File: src/rtl/modexp_pkg.sv
// Shared types and helpers for the right-to-left modular exponentiation engine.
// Latency: n/a (types and constant functions only).
// Backpressure: n/a.
package modexp_pkg;

    typedef enum logic [1:0] {
        IDLE   = 2'd0,
        REDUCE = 2'd1,
        ITER   = 2'd2,
        FIN    = 2'd3
    } state_t;

    // Cycles a serial multiply needs after it is issued.
    function automatic int mul_latency(input int width);
        return width;
    endfunction

    // Cycles per exponent bit: one issue cycle plus the multiply.
    function automatic int iter_cycles(input int width);
        return width + 1;
    endfunction

    // 1 mod m is 0 only for m == 1 (the caller handles m == 0 separately).
    function automatic logic unit_residue(input logic mod_is_one);
        return ~mod_is_one;
    endfunction

endpackage

File: src/rtl/modmul_serial.sv
// Interleaved MSB-first shift-add modular multiplier, y = a*b mod m (a, b < m).
// Latency: WIDTH cycles after go; rdy and y are valid together in the final step cycle.
// Backpressure: none; a go while running restarts the multiply.
module modmul_serial
    import modexp_pkg::*;
#(
    parameter int WIDTH = 32,
    parameter int CNT_W = $clog2(WIDTH + 1)
) (
    input  logic             clk,
    input  logic             rst,
    input  logic             go,
    input  logic [WIDTH-1:0] a,
    input  logic [WIDTH-1:0] b,
    input  logic [WIDTH-1:0] m,
    output logic [WIDTH-1:0] y,
    output logic             rdy
);

    localparam int LAT = mul_latency(WIDTH);

    logic [WIDTH-1:0] a_q;
    logic [WIDTH-1:0] b_q;
    logic [WIDTH-1:0] m_q;
    logic [WIDTH-1:0] p_q;
    logic [CNT_W-1:0] cnt_q;
    logic             active_q;

    logic [WIDTH:0]   m_ext;
    logic [WIDTH:0]   dbl;
    logic [WIDTH:0]   sum;
    logic [WIDTH-1:0] p_nxt;

    // p < m and a < m keep both intermediate sums below 2m, so one subtract each suffices.
    always_comb begin
        m_ext = {1'b0, m_q};
        dbl   = {p_q, 1'b0};
        if (dbl >= m_ext) begin
            dbl = dbl - m_ext;
        end
        sum = dbl;
        if (b_q[WIDTH-1]) begin
            sum = dbl + {1'b0, a_q};
            if (sum >= m_ext) begin
                sum = sum - m_ext;
            end
        end
        p_nxt = sum[WIDTH-1:0];
    end

    assign rdy = active_q && (cnt_q == CNT_W'(LAT - 1));
    assign y   = p_nxt;

    always_ff @(posedge clk) begin
        if (rst) begin
            a_q      <= '0;
            b_q      <= '0;
            m_q      <= '0;
            p_q      <= '0;
            cnt_q    <= '0;
            active_q <= 1'b0;
        end else if (go) begin
            a_q      <= a;
            b_q      <= b;
            m_q      <= m;
            p_q      <= '0;
            cnt_q    <= '0;
            active_q <= 1'b1;
        end else if (active_q) begin
            p_q   <= p_nxt;
            b_q   <= b_q << 1;
            cnt_q <= cnt_q + 1'b1;
            if (rdy) begin
                active_q <= 1'b0;
            end
        end
    end

endmodule

File: src/rtl/modexp_rl_param.sv
// Right-to-left binary modular exponentiation r = base^exp mod modulus; MODEXP_EARLY_EXIT_EN stops on exhausted exponent.
// Latency: WIDTH*(WIDTH+2)+1 cycles (early exit: WIDTH + L*(WIDTH+1) + 1); zero modulus finishes after 1 cycle with err.
// Backpressure: none; start is ignored while busy and in the done cycle.
module modexp_rl_param
    import modexp_pkg::*;
#(
    parameter int WIDTH = 32,
    parameter int CNT_W = $clog2(WIDTH + 1)
) (
    input  logic             clk,
    input  logic             rst,
    input  logic             start,
    input  logic [WIDTH-1:0] base,
    input  logic [WIDTH-1:0] exp,
    input  logic [WIDTH-1:0] modulus,
    output logic             busy,
    output logic [WIDTH-1:0] r,
    output logic             done,
    output logic             err
);

    localparam int ITER_LEN = iter_cycles(WIDTH);

    state_t           state_q, state_nxt;
    logic [WIDTH-1:0] base_q, base_nxt;
    logic [WIDTH-1:0] b_q, b_nxt;
    logic [WIDTH-1:0] acc_q, acc_nxt;
    logic [WIDTH-1:0] e_q, e_nxt;
    logic [WIDTH-1:0] m_q, m_nxt;
    logic [CNT_W-1:0] cnt_q, cnt_nxt;
    logic [CNT_W-1:0] iter_q, iter_nxt;
    logic             err_nxt;
    logic [WIDTH:0]   rem_ext;
    logic             mul_go;
    logic             last_iter;
    logic             skip_iter;

    logic [WIDTH-1:0] mul_y, sq_y;
    logic             mul_rdy, sq_rdy;

`ifdef MODEXP_EARLY_EXIT_EN
    assign last_iter = (iter_q == CNT_W'(WIDTH - 1)) || (e_q[WIDTH-1:1] == '0);
    assign skip_iter = (e_q == '0);
`else
    assign last_iter = (iter_q == CNT_W'(WIDTH - 1));
    assign skip_iter = 1'b0;
`endif

    modmul_serial #(.WIDTH(WIDTH), .CNT_W(CNT_W)) u_mul (
        .clk (clk),
        .rst (rst),
        .go  (mul_go),
        .a   (acc_q),
        .b   (b_q),
        .m   (m_q),
        .y   (mul_y),
        .rdy (mul_rdy)
    );

    modmul_serial #(.WIDTH(WIDTH), .CNT_W(CNT_W)) u_sq (
        .clk (clk),
        .rst (rst),
        .go  (mul_go),
        .a   (b_q),
        .b   (b_q),
        .m   (m_q),
        .y   (sq_y),
        .rdy (sq_rdy)
    );

    always_comb begin
        state_nxt = state_q;
        base_nxt  = base_q;
        b_nxt     = b_q;
        acc_nxt   = acc_q;
        e_nxt     = e_q;
        m_nxt     = m_q;
        cnt_nxt   = cnt_q;
        iter_nxt  = iter_q;
        err_nxt   = err;
        rem_ext   = '0;
        mul_go    = 1'b0;
        case (state_q)
            IDLE: begin
                if (start) begin
                    m_nxt     = modulus;
                    e_nxt     = exp;
                    base_nxt  = base;
                    b_nxt     = '0;
                    acc_nxt   = {{(WIDTH-1){1'b0}}, unit_residue(modulus == WIDTH'(1))};
                    cnt_nxt   = '0;
                    iter_nxt  = '0;
                    err_nxt   = (modulus == '0);
                    state_nxt = (modulus == '0) ? FIN : REDUCE;
                end
            end
            REDUCE: begin
                // b_q holds the running remainder while base shifts out MSB first.
                rem_ext = {b_q, base_q[WIDTH-1]};
                if (rem_ext >= {1'b0, m_q}) begin
                    rem_ext = rem_ext - {1'b0, m_q};
                end
                b_nxt    = rem_ext[WIDTH-1:0];
                base_nxt = base_q << 1;
                cnt_nxt  = cnt_q + 1'b1;
                if (cnt_q == CNT_W'(WIDTH - 1)) begin
                    cnt_nxt   = '0;
                    state_nxt = skip_iter ? FIN : ITER;
                end
            end
            ITER: begin
                mul_go  = (cnt_q == '0);
                cnt_nxt = cnt_q + 1'b1;
                if (mul_rdy && e_q[0]) begin
                    acc_nxt = mul_y;
                end
                if (sq_rdy) begin
                    b_nxt = sq_y;
                end
                if (cnt_q == CNT_W'(ITER_LEN - 1)) begin
                    cnt_nxt  = '0;
                    e_nxt    = e_q >> 1;
                    iter_nxt = iter_q + 1'b1;
                    if (last_iter) begin
                        state_nxt = FIN;
                    end
                end
            end
            FIN: begin
                state_nxt = IDLE;
            end
            default: begin
                state_nxt = IDLE;
            end
        endcase
    end

    always_ff @(posedge clk) begin
        if (rst) begin
            state_q <= IDLE;
            base_q  <= '0;
            b_q     <= '0;
            acc_q   <= '0;
            e_q     <= '0;
            m_q     <= '0;
            cnt_q   <= '0;
            iter_q  <= '0;
            r       <= '0;
            done    <= 1'b0;
            err     <= 1'b0;
            busy    <= 1'b0;
        end else begin
            state_q <= state_nxt;
            base_q  <= base_nxt;
            b_q     <= b_nxt;
            acc_q   <= acc_nxt;
            e_q     <= e_nxt;
            m_q     <= m_nxt;
            cnt_q   <= cnt_nxt;
            iter_q  <= iter_nxt;
            err     <= err_nxt;
            done    <= (state_nxt == FIN);
            busy    <= (state_nxt == REDUCE) || (state_nxt == ITER);
            // r is registered on FIN entry so it is valid in the done cycle.
            if (state_nxt == FIN) begin
                r <= err_nxt ? '0 : acc_nxt;
            end
        end
    end

endmodule
File: config.mk
export PLATFORM = sky130hd
export DESIGN_NAME = modexp_rl_param
export DESIGN_NICKNAME = d
export VERILOG_FILES = /design/src/rtl/modexp_pkg.sv /design/src/rtl/modmul_serial.sv /design/src/rtl/modexp_rl_param.sv
export SDC_FILE = /design/constraint.sdc
export NUM_CORES = 2
export LEC_CHECK = 0
export CORE_ASPECT_RATIO = 1.4
export CORE_MARGIN = 2
export CORE_UTILIZATION = 40
export CTS_CLUSTER_SIZE = 12
export DETAILED_ROUTE_END_ITERATION = 8
export MAX_ROUTING_LAYER = met4
export PLACE_DENSITY_LB_ADDON = 0.15
export SKIP_LAST_GASP = 1
export SLEW_MARGIN = 20
export SYNTH_ARGS = -nofsm -noshare
export SYNTH_HDL_FRONTEND = slang
export SYNTH_SLANG_ARGS = --single-unit
File: constraint.sdc
create_clock -name clk -period 16.15 [get_ports clk]
set_input_delay 3.23 -clock clk [delete_from_list [all_inputs] [get_ports clk]]
set_output_delay 3.23 -clock clk [all_outputs]
set_load 0.02 [all_outputs]
==> summary.txt <==
Cells and area
  • Nets: 4,359
  • Final core occ: 0.456
  • Layout cells sized above 1: 0.0518
  • Area delta synth->final: 12.7%
  • Area of the multi-input gates: 21,100 um2
  • Register area: 8960 um2
  • Fin area: 35,400 um2
  • Fill cell count: 7,954

Setup path
  • Crit Reg-Reg Startpoint: u_sq.m_q[1]
  • R2r setup slk: 5.86 ns
  • CP startpoint: u_sq.m_q[1]
  • Max FO, Critical Path: 45
  • Crit. End Element: flop
  • CP max-delay cell: or4_1
  • Worst EP arrival: 10.79 ns
  • WS Path Type: reg2reg
  • Required time worst endpoint: 16.65 ns
  • Type of origin of the critical path: flop
  • Crit-path max cell delay: 0.85 ns

Drt
  • Initial DRC count: 1,994
  • Via/cell ratio: 5.86
  • Antenna Nets Post-Route: 0
  • Wire per inst: 22.9 um
  • Vias post-DR: 29,895
  • First-pass DRT Iterations: 9
  • Post-Route WL: 117,000 um
  • Residual DRC count: 0

STA
  • Slew @ Worst Pin: 1.11 ns
  • Max Freq: 97.2 MHz
  • Setup TNS: 0 ns
  • Final setup fails: 0
  • Final hold vios: 0
  • Clock skew: 0.0393 ns
  • RSZ-0062 raised after global routing: false
  • Slew Limit Headroom: 0.258
  • Final period utilization: 0.637
  • Final Max Tran Viols: 0
  • Minimum clock period: 10.29 ns

Global routing
  • Global-route wire length before repair: 177,000 um
  • GRT Util Overall: 0.294
  • Vias in the first global route: 29,568
  • Grt ovf: 0
  • Initial antenna violation count: 3
  • Largest net degree at the start of global routing: 166

Synthesis
  • Sequential area share after synthesis: 0.285
  • Syn Nets: 4,344
  • Yosys reg bits: 447
  • Main synth FF type: dfxtp_1
  • Ys Warns: 0
  • Synth Instances: 4,004
  • Post-Syn Area: 31,400 um2
  • Post-synth ARST share: 0
  • Distinct cells, synth: 90
  • Post-Syn Area per Cell: 7.85 um2
  • Post-synth EDFFs: 0

Clocking
  • CTS tree: yes
  • Clock Latency Late Sink: 0.66 ns
  • CTS Buffer Depth: 3
  • H-tree Lvls: 2
  • Post-CTS Resized: 0
  • Root buffer cell: clkbuf_16
  • Cts hold-fix bufs: 0
  • Clock transition at path regs: 0.06 ns
  • Setup bufs post-CTS: 0
  • CTS Sinks: 447
  • Num CTS Buffers: 50

Floorplan
  • Core footprint: 77,800 um2
  • Area of the die: 80,900 um2
  • Top-Level Pins: 134
  • Initial Util: 0.404
  • Die X: 241 um
  • Die H: 336 um
  • Row cnt: 121

Worst hold path
  • HP Start: u_sq.m_q[21]
  • Hold WC Path Type: reg2reg

Run status
  • Status: finished clean

Place
  • DP Area: 33,700 um2
  • DP Wirelength: 90,100 um
  • Routability-driven placement congestion ratio: 0.976
  • Port Buf Inserts: 133

Job
  • Max-Cap Viols: 0
==> layout by cell type (no fill, tap or decap), drive strengths merged, types with 13 or more instances in the layout <==
master	netlist	routed
o21a	48	48
o32ai	15	15
o211ai	34	34
nand3	64	64
a31oi	31	31
xor2	72	72
and2	17	17
or3	24	24
a21oi	445	445
xnor2	113	113
nor2b	43	43
a211oi	103	103
o21ai	197	197
a21o	110	110
nor4	17	17
o21bai	61	61
dfxtp	447	447
mux2i	176	176
inv	175	175
mux2	39	39
ha	234	234
nand2	521	521
o22ai	16	16
clkdlybuf4s50	0	132
a22oi	37	37
a22o	27	27
nand4	42	42
and3	13	13
clkbuf	179	72
nor2	312	312
nand2b	45	45
o31ai	33	33
buf	31	40
a211o	14	14
nor3	62	62
==> cell families (layout without fill, tap and decap cells) <==
kind of cell             Yosys count  count (layout)  share of synthesized area
adder cells (fa/ha/maj)          241             241                     0.0976
flip-flops                       447             447                      0.285
buffers and inverters            385             435                     0.0474
XOR/XNOR                         185             185                     0.0515
multiplexers                     215             215                     0.0702
other                              0               3                          0
AO/OA/AOI/OAI                   1327            1327                      0.277
AND/OR/NAND/NOR                 1204            1204                      0.172
==> synth_stat cells (all sizes together), types with 62 or more instances <==
| cell | count | area (um2) |
|---|---|---|
| nand3 | 64 | 320 |
| nand2 | 521 | 1960 |
| inv | 175 | 657 |
| a211oi | 103 | 798 |
| a21o | 110 | 826 |
| a21oi | 445 | 2230 |
| clkbuf | 179 | 674 |
| dfxtp | 447 | 8950 |
| nor2 | 312 | 1190 |
| mux2i | 176 | 1760 |
| xnor2 | 113 | 990 |
| o21ai | 197 | 986 |
| nor3 | 62 | 322 |
| xor2 | 72 | 631 |
| ha | 234 | 2930 |
==> path summary, 6_finish.rpt <==
path / to / depth (start not counted)
setup / recovery: acc_q[28] / 31
hold / removal: u_sq.m_q[21] / 2
setup reg to reg: acc_q[28] / 31
hold reg to reg: u_sq.m_q[21] / 2
==> worst max-delay path, delay by kind of cell (launching register included) <==
kind	cells	cell delay (ns)
buffers and inverters	3	0.98
DFF	1	0.43
adders and majority gates	3	1.12
AOI/OAI and AO/OA	14	4.21
and+or+nand+nor	10	2.86
xor gates and xnor gates	1	0.50
==> final cells by class <==
| type | instances | share of cell area |
|---|---|---|
| clock buffers | 71 | 0.0409 |
| multi-input cells | 3172 | 0.595 |
| clock inverters | 16 | 0.00921 |
| well taps | 1045 | 0.0369 |
| flip-flops and latches | 447 | 0.253 |
| diodes | 3 | 0.000212 |
| repair buffers | 173 | 0.0465 |
| inverters | 175 | 0.0185 |
==> through the flow <==
stage	setup slack, ns	hold slack [ns]	cells
after floorplan	8.54	0.436	4004
after global placement	6.11	0.442	5012
after detailed placement	6.15	0.447	5012
after CTS	6.07	0.455	5099
after global routing	5.42	0.476	5102
final	5.86	0.451	5102
==> routing by layer <==
metal	share of wire	vias to the layer above	track usage
li1	-	14597	-
met1	0.38	14149	0.316
met2	0.50	831	0.509
met3	0.048	318	0.0386
met4	0.072	0	0.185
met5	0	-	-
Power is not shown: default switching activity piles up to over one toggle a cycle in this logic, so the estimate is an artifact.
